## config.mk

```make
export PLATFORM = sky130hd
export DESIGN_NAME = cdc_fifo_rd_packer
export DESIGN_NICKNAME = d
export VERILOG_FILES = /design/src/rtl/cdc_pkg.sv /design/src/rtl/cdc_fifo_rd_packer.sv
export SDC_FILE = /design/constraint.sdc
export NUM_CORES = 1
export LEC_CHECK = 0
export ABC_AREA = 0
export CAP_MARGIN = 20
export CORE_ASPECT_RATIO = 1.1
export CORE_MARGIN = 1
export CORE_UTILIZATION = 46
export CTS_CLUSTER_SIZE = 28
export DETAILED_ROUTE_END_ITERATION = 10
export PLACE_DENSITY = 0.78
export REMOVE_ABC_BUFFERS = 1
export SLEW_MARGIN = 20
export SYNTH_ARGS = -nofsm -noshare
export SYNTH_HDL_FRONTEND = slang
export SYNTH_SLANG_ARGS = --single-unit
```

## constraint.sdc

```tcl
create_clock -name clk_rd -period 1.5 [get_ports clk_rd]
set_input_delay 0.15 -clock clk_rd [delete_from_list [all_inputs] [get_ports clk_rd]]
set_output_delay 0.15 -clock clk_rd [all_outputs]
set_load 0.02 [all_outputs]
```

## src/rtl/cdc_pkg.sv

```systemverilog
// Shared helpers for the async-FIFO companion blocks.
package cdc_pkg;

  function automatic bit is_pow2(input int unsigned n);
    return (n != 0) && ((n & (n - 1)) == 0);
  endfunction

  // A lane counter needs at least one bit even when RATIO is 2.
  function automatic int unsigned cnt_width(input int unsigned ratio);
    return (ratio <= 2) ? 1 : $clog2(ratio);
  endfunction

endpackage

```

## src/rtl/cdc_fifo_rd_packer.sv

```systemverilog
// Read-domain packer: pops FWFT FIFO words and packs RATIO of them per output beat,
// with flush-driven partial beats qualified by a lane keep mask.
module cdc_fifo_rd_packer
  import cdc_pkg::*;
#(
  parameter int unsigned WIDTH = 8,
  parameter int unsigned RATIO = 4
) (
  input  logic                     clk_rd,
  input  logic                     arst_rd_n,
  input  logic [WIDTH-1:0]         rd_data_i,
  input  logic                     rd_empty_i,
  output logic                     rd_en_o,
  input  logic                     flush_i,
  output logic                     out_valid_o,
  input  logic                     out_ready_i,
  output logic [RATIO*WIDTH-1:0]   out_data_o,
  output logic [RATIO-1:0]         out_keep_o,
  output logic                     busy_o
);

  localparam int unsigned CNT_W = cnt_width(RATIO);
  typedef logic [CNT_W-1:0] lane_cnt_t;
  localparam lane_cnt_t LAST_LANE = lane_cnt_t'(RATIO - 1);

  logic                              run_q;
  lane_cnt_t                         cnt_q, cnt_d, cnt_post;
  logic                              flush_pend_q, flush_pend_d;
  logic [RATIO-2:0][WIDTH-1:0]       pack_q, pack_d;
  logic                              out_valid_q, out_valid_d;
  logic [RATIO*WIDTH-1:0]            out_data_q, out_data_d;
  logic [RATIO-1:0]                  out_keep_q, out_keep_d;
  logic                              out_free, pop, load_full, load_part;

  always_comb begin
    out_free  = !out_valid_q || out_ready_i;
    pop       = run_q && !rd_empty_i && !flush_pend_q && ((cnt_q != LAST_LANE) || out_free);
    load_full = pop && (cnt_q == LAST_LANE);
    load_part = flush_pend_q && out_free;

    pack_d   = pack_q;
    cnt_post = cnt_q;
    if (pop) begin
      if (load_full) begin
        cnt_post = '0;
      end else begin
        pack_d[cnt_q] = rd_data_i;
        cnt_post      = cnt_q + 1'b1;
      end
    end

    cnt_d = load_part ? '0 : cnt_post;
    // A flush that finds nothing left after this cycle's pop is dropped, so a flush
    // coinciding with the last-lane pop never produces an empty beat.
    flush_pend_d = flush_pend_q ? !out_free : (flush_i && (cnt_post != '0));

    out_valid_d = out_valid_q && !out_ready_i;
    out_data_d  = out_data_q;
    out_keep_d  = out_keep_q;
    if (load_full) begin
      out_valid_d = 1'b1;
      out_data_d  = {rd_data_i, pack_q};
      out_keep_d  = '1;
    end else if (load_part) begin
      out_valid_d = 1'b1;
      out_data_d  = '0;
      for (int unsigned i = 0; i < RATIO; i++) begin
        out_keep_d[i] = lane_cnt_t'(i) < cnt_q;
      end
      // Lanes above cnt may hold stale words from an earlier beat; zero them.
      for (int unsigned i = 0; i < RATIO - 1; i++) begin
        if (lane_cnt_t'(i) < cnt_q) out_data_d[i*WIDTH +: WIDTH] = pack_q[i];
      end
    end
  end

  always_ff @(posedge clk_rd or negedge arst_rd_n) begin
    if (!arst_rd_n) begin
      run_q        <= 1'b0;
      cnt_q        <= '0;
      flush_pend_q <= 1'b0;
      pack_q       <= '0;
      out_valid_q  <= 1'b0;
      out_data_q   <= '0;
      out_keep_q   <= '0;
    end else begin
      run_q        <= 1'b1;
      cnt_q        <= cnt_d;
      flush_pend_q <= flush_pend_d;
      pack_q       <= pack_d;
      out_valid_q  <= out_valid_d;
      out_data_q   <= out_data_d;
      out_keep_q   <= out_keep_d;
    end
  end

  assign rd_en_o     = pop;
  assign out_valid_o = out_valid_q;
  assign out_data_o  = out_data_q;
  assign out_keep_o  = out_keep_q;
  assign busy_o      = (cnt_q != '0) || out_valid_q || flush_pend_q;

`ifndef NO_ASSERTIONS
  ratio_legal: assert property (@(posedge clk_rd) is_pow2(RATIO) && (RATIO >= 2));

  pop_nonempty: assert property (@(posedge clk_rd) disable iff (!arst_rd_n)
    rd_en_o |-> !rd_empty_i);

  stall_stable: assert property (@(posedge clk_rd) disable iff (!arst_rd_n)
    (out_valid_o && !out_ready_i) |=> ($stable(out_data_o) && $stable(out_keep_o)));
`endif

endmodule

```

==> metrics.cfg <==
[die]
ioPinCount = 52
coreArea_mm2 = 0.005465
die-area_mm2 = 0.006032
num_rows = 28
chipHeight_um = 81.36
start_util_pct = 48.19
fp.dieW_um = 74.15

[route]
drtPass1Iterations = 4
antenna_left = 0
wl_per_cell_um = 19.53
drc = 0
viasPerCell = 5.409
wl_mm = 7.168
initialDrtViolationCount = 125
vias = 1985

[final_layout]
fill_cells = 326
syn_to_final_growth_pct = 57.77
mostFrequentLayoutCells = 65 x dfrtp_1, 24 x a22o_1, 24 x dlymetal6s2s_1
drive_above_1_share_pct = 41.78
mostFrequentLayoutCell = dfrtp_1
diodes = 0
nets = 305

[worst_setup_path]
slowest_stage = dfrtp_1
reg2reg_to = pack_q[4]
r2r_start = cnt_q[0]
critPathArrivalTime_ns = 1.96
slowest_delay_ns = 0.43
start_kind = register
crit_top_cell = buf_6
critPathRequiredTime_ns = 1.72
r2r_slack_ns = -0.23
end_kind = register
crit_chain = ha_4 -> buf_6 -> buf_12 -> nor2_4 -> nand3_2 -> buf_6 -> mux2_2
cp_max_fo = 4
path_class = reg2reg
ff2ff_path_depth = 7

[cts]
path_clk_slew_ns = 0.08
htree_levels = 3
cts-root-buf = clkbuf_8
cts_buffer_depth = 2
numCtsBuffers = 9
clock_sinks = 65
tritoncts = yes
clk_latency_ns = 0.35

[global_routing]
grt_pass1_wl_mm = 9.756
gr-total-overflow = 0
grt_pass1_vias = 1907
grt_max_degree = 29
antenna_found_initial = 0
grt_util_all_layers_pct = 23.03

[logic_synthesis]
synth_cells = 188
synthDominantCellAreaShare_pct = 61.76
yosys_warnings = 0
ys_ff_latch = 65
netlist_top_cells_area = dfrtp_1 62%, mux2_2 11%, a22o_1 8.0%, nand2_1 2.6%, ha_1 2.4%
yosysSeqAreaShare_pct = 61.76
syn_avg_cell_area_um2 = 14.01
synth.distinct_cells = 31
netlist_area_mm2 = 0.002634
yosys.area.top_type = dfrtp_1

[place]
gp_congestion = 0.8256
port_buffers = 51
place_ws_ns = -0.4148
dp_hpwl_mm = 3.923

[timing]
post-route-period-util_pct = 115.5
setup_viol_count_final = 63
timing.final.ws_setup_ns = -0.2324
whs_ns = 0.2864
maxSlewViolCount = 0
finClkSkew_ns = 0.01231
finalCriticalPeriod_ns = 1.732
rsz0062_at_grt = true
hold_viol_final = 0
fmax_mhz = 577.2

[outcome]
violations = negative setup slack
outcome = finished with violations

[power_and_ir_drop]
powerDensity_mw_per_mm2 = 1919
p_switching_uw = 2820
p_leak_uw = 0.002318
power_frac_seq_pct = 35.3
power_frac_clock_pct = 19.2
peakVddDrop_uv = 1121
p_int_uw = 5153
p_comb_share_pct = 45.5
swShare_pct = 35.37

[flow_run]
maxCapViolations = 0

[min_path]
hold_path.class = in2async

==> per-layer routing <==
metal	up-vias	routed length [um]	global-route usage, %
met4	0	190	10.96
met2	72	3655	35.82
li1	874	-	-
met1	1024	3000	29.45
met5	-	0	0
met3	15	321	6.700
==> kinds of logic after synthesis <==
family,synth area share [%]
buf+inv,2.993
simple gates,7.553
flops,61.76
other cells,0.1424
compound gates,13.30
mux,11.88
fa+ha+maj,2.375
==> through the flow <==
stage,cells,power (uW),setup TNS (ns),area [um2],utilization (%)
finish,367,7972,-9.106,4155,76.03
global route,367,8307,-11.00,4155,76.03
CTS,361,7489,-4.632,3874,70.88
detailed placement,340,5666,-12.30,3491,63.87
global placement,340,5574,-11.04,3491,63.87
floorplan,180,4176,-19.56,2574,-
==> how the worst max path moves through the flow <==
stage | to | slack [ns] | cells after the start | start
floorplan | out_keep_o[2] | -0.68 | 4 | cnt_q[0]
global placement | rd_en_o | -0.42 | 4 | out_ready_i
detailed placement | rd_en_o | -0.41 | 4 | out_ready_i
CTS | rd_en_o | -0.13 | 3 | cnt_q[0]
global route | pack_q[4] | -0.24 | 7 | cnt_q[0]
finish | pack_q[4] | -0.23 | 7 | cnt_q[0]
==> critical path, delay by kind of cell (launching register included) <==
| kind | cells | cell delay [ns] |
|---|---|---|
| flops | 1 | 0.43 |
| simple gates | 2 | 0.29 |
| buf+inv | 3 | 0.41 |
| mux | 1 | 0.28 |
| fa+ha+maj | 1 | 0.19 |
==> power by group through the flow <==
stage	sequential [uW]	clock (uW)	combinational (uW)
4_1_cts	2780	1530	3180
5_1_grt	2870	1620	3820
2_1_floorplan	3090	0	1080
3_3_place_gp	2760	0	2820
3_5_place_dp	2780	0	2880
6_report	2820	1530	3630
==> cell type report <==
| type | instances | area [um2] | area share [%] |
|---|---|---|---|
| clock buffers | 10 | 137.6 | 3.312 |
| clock inverters | 6 | 67.56 | 1.626 |
| inverters | 5 | 26.28 | 0.6323 |
| multi-input cells | 111 | 1116 | 26.86 |
| flip-flops and latches | 65 | 1627 | 39.14 |
| well taps | 75 | 93.84 | 2.258 |
| repair buffers | 95 | 1087 | 26.17 |
==> repair_timing <==
action                                 4_1_cts  5_1_grt
hold buffers                                 1        0
gates cloned                                 1        4
setup endpoints to repair                   65       87
endpoints found under the hold margin       17        0
pin swaps                                    9       15
gates resized for setup                     43       52
setup buffers                                3        3
==> synthesized netlist by cell type, drive strengths merged <==
cell type	n
nand2	18
buf	7
a2111oi	1
ha	5
o32ai	1
dfrtp	65
nand3	4
nor3	1
nand2b	1
conb	1
nor2b	2
a211oi	1
a21o	3
clkbuf	1
a21oi	2
nor4	1
mux2	26
nand4b	1
o21ai	9
o21bai	1
mux2i	2
nor2	5
inv	5
a22o	24
nand3b	1
==> sequential cells by signal, summed over array words and instances (netlist names) <==
signal and count:
out_keep_o 4, cnt_q 2, run_q 1, pack_q 24, out_valid_o 1, flush_pend_q 1, out_data_o 32
No activity file was read; power rests on OpenSTA's default activity.
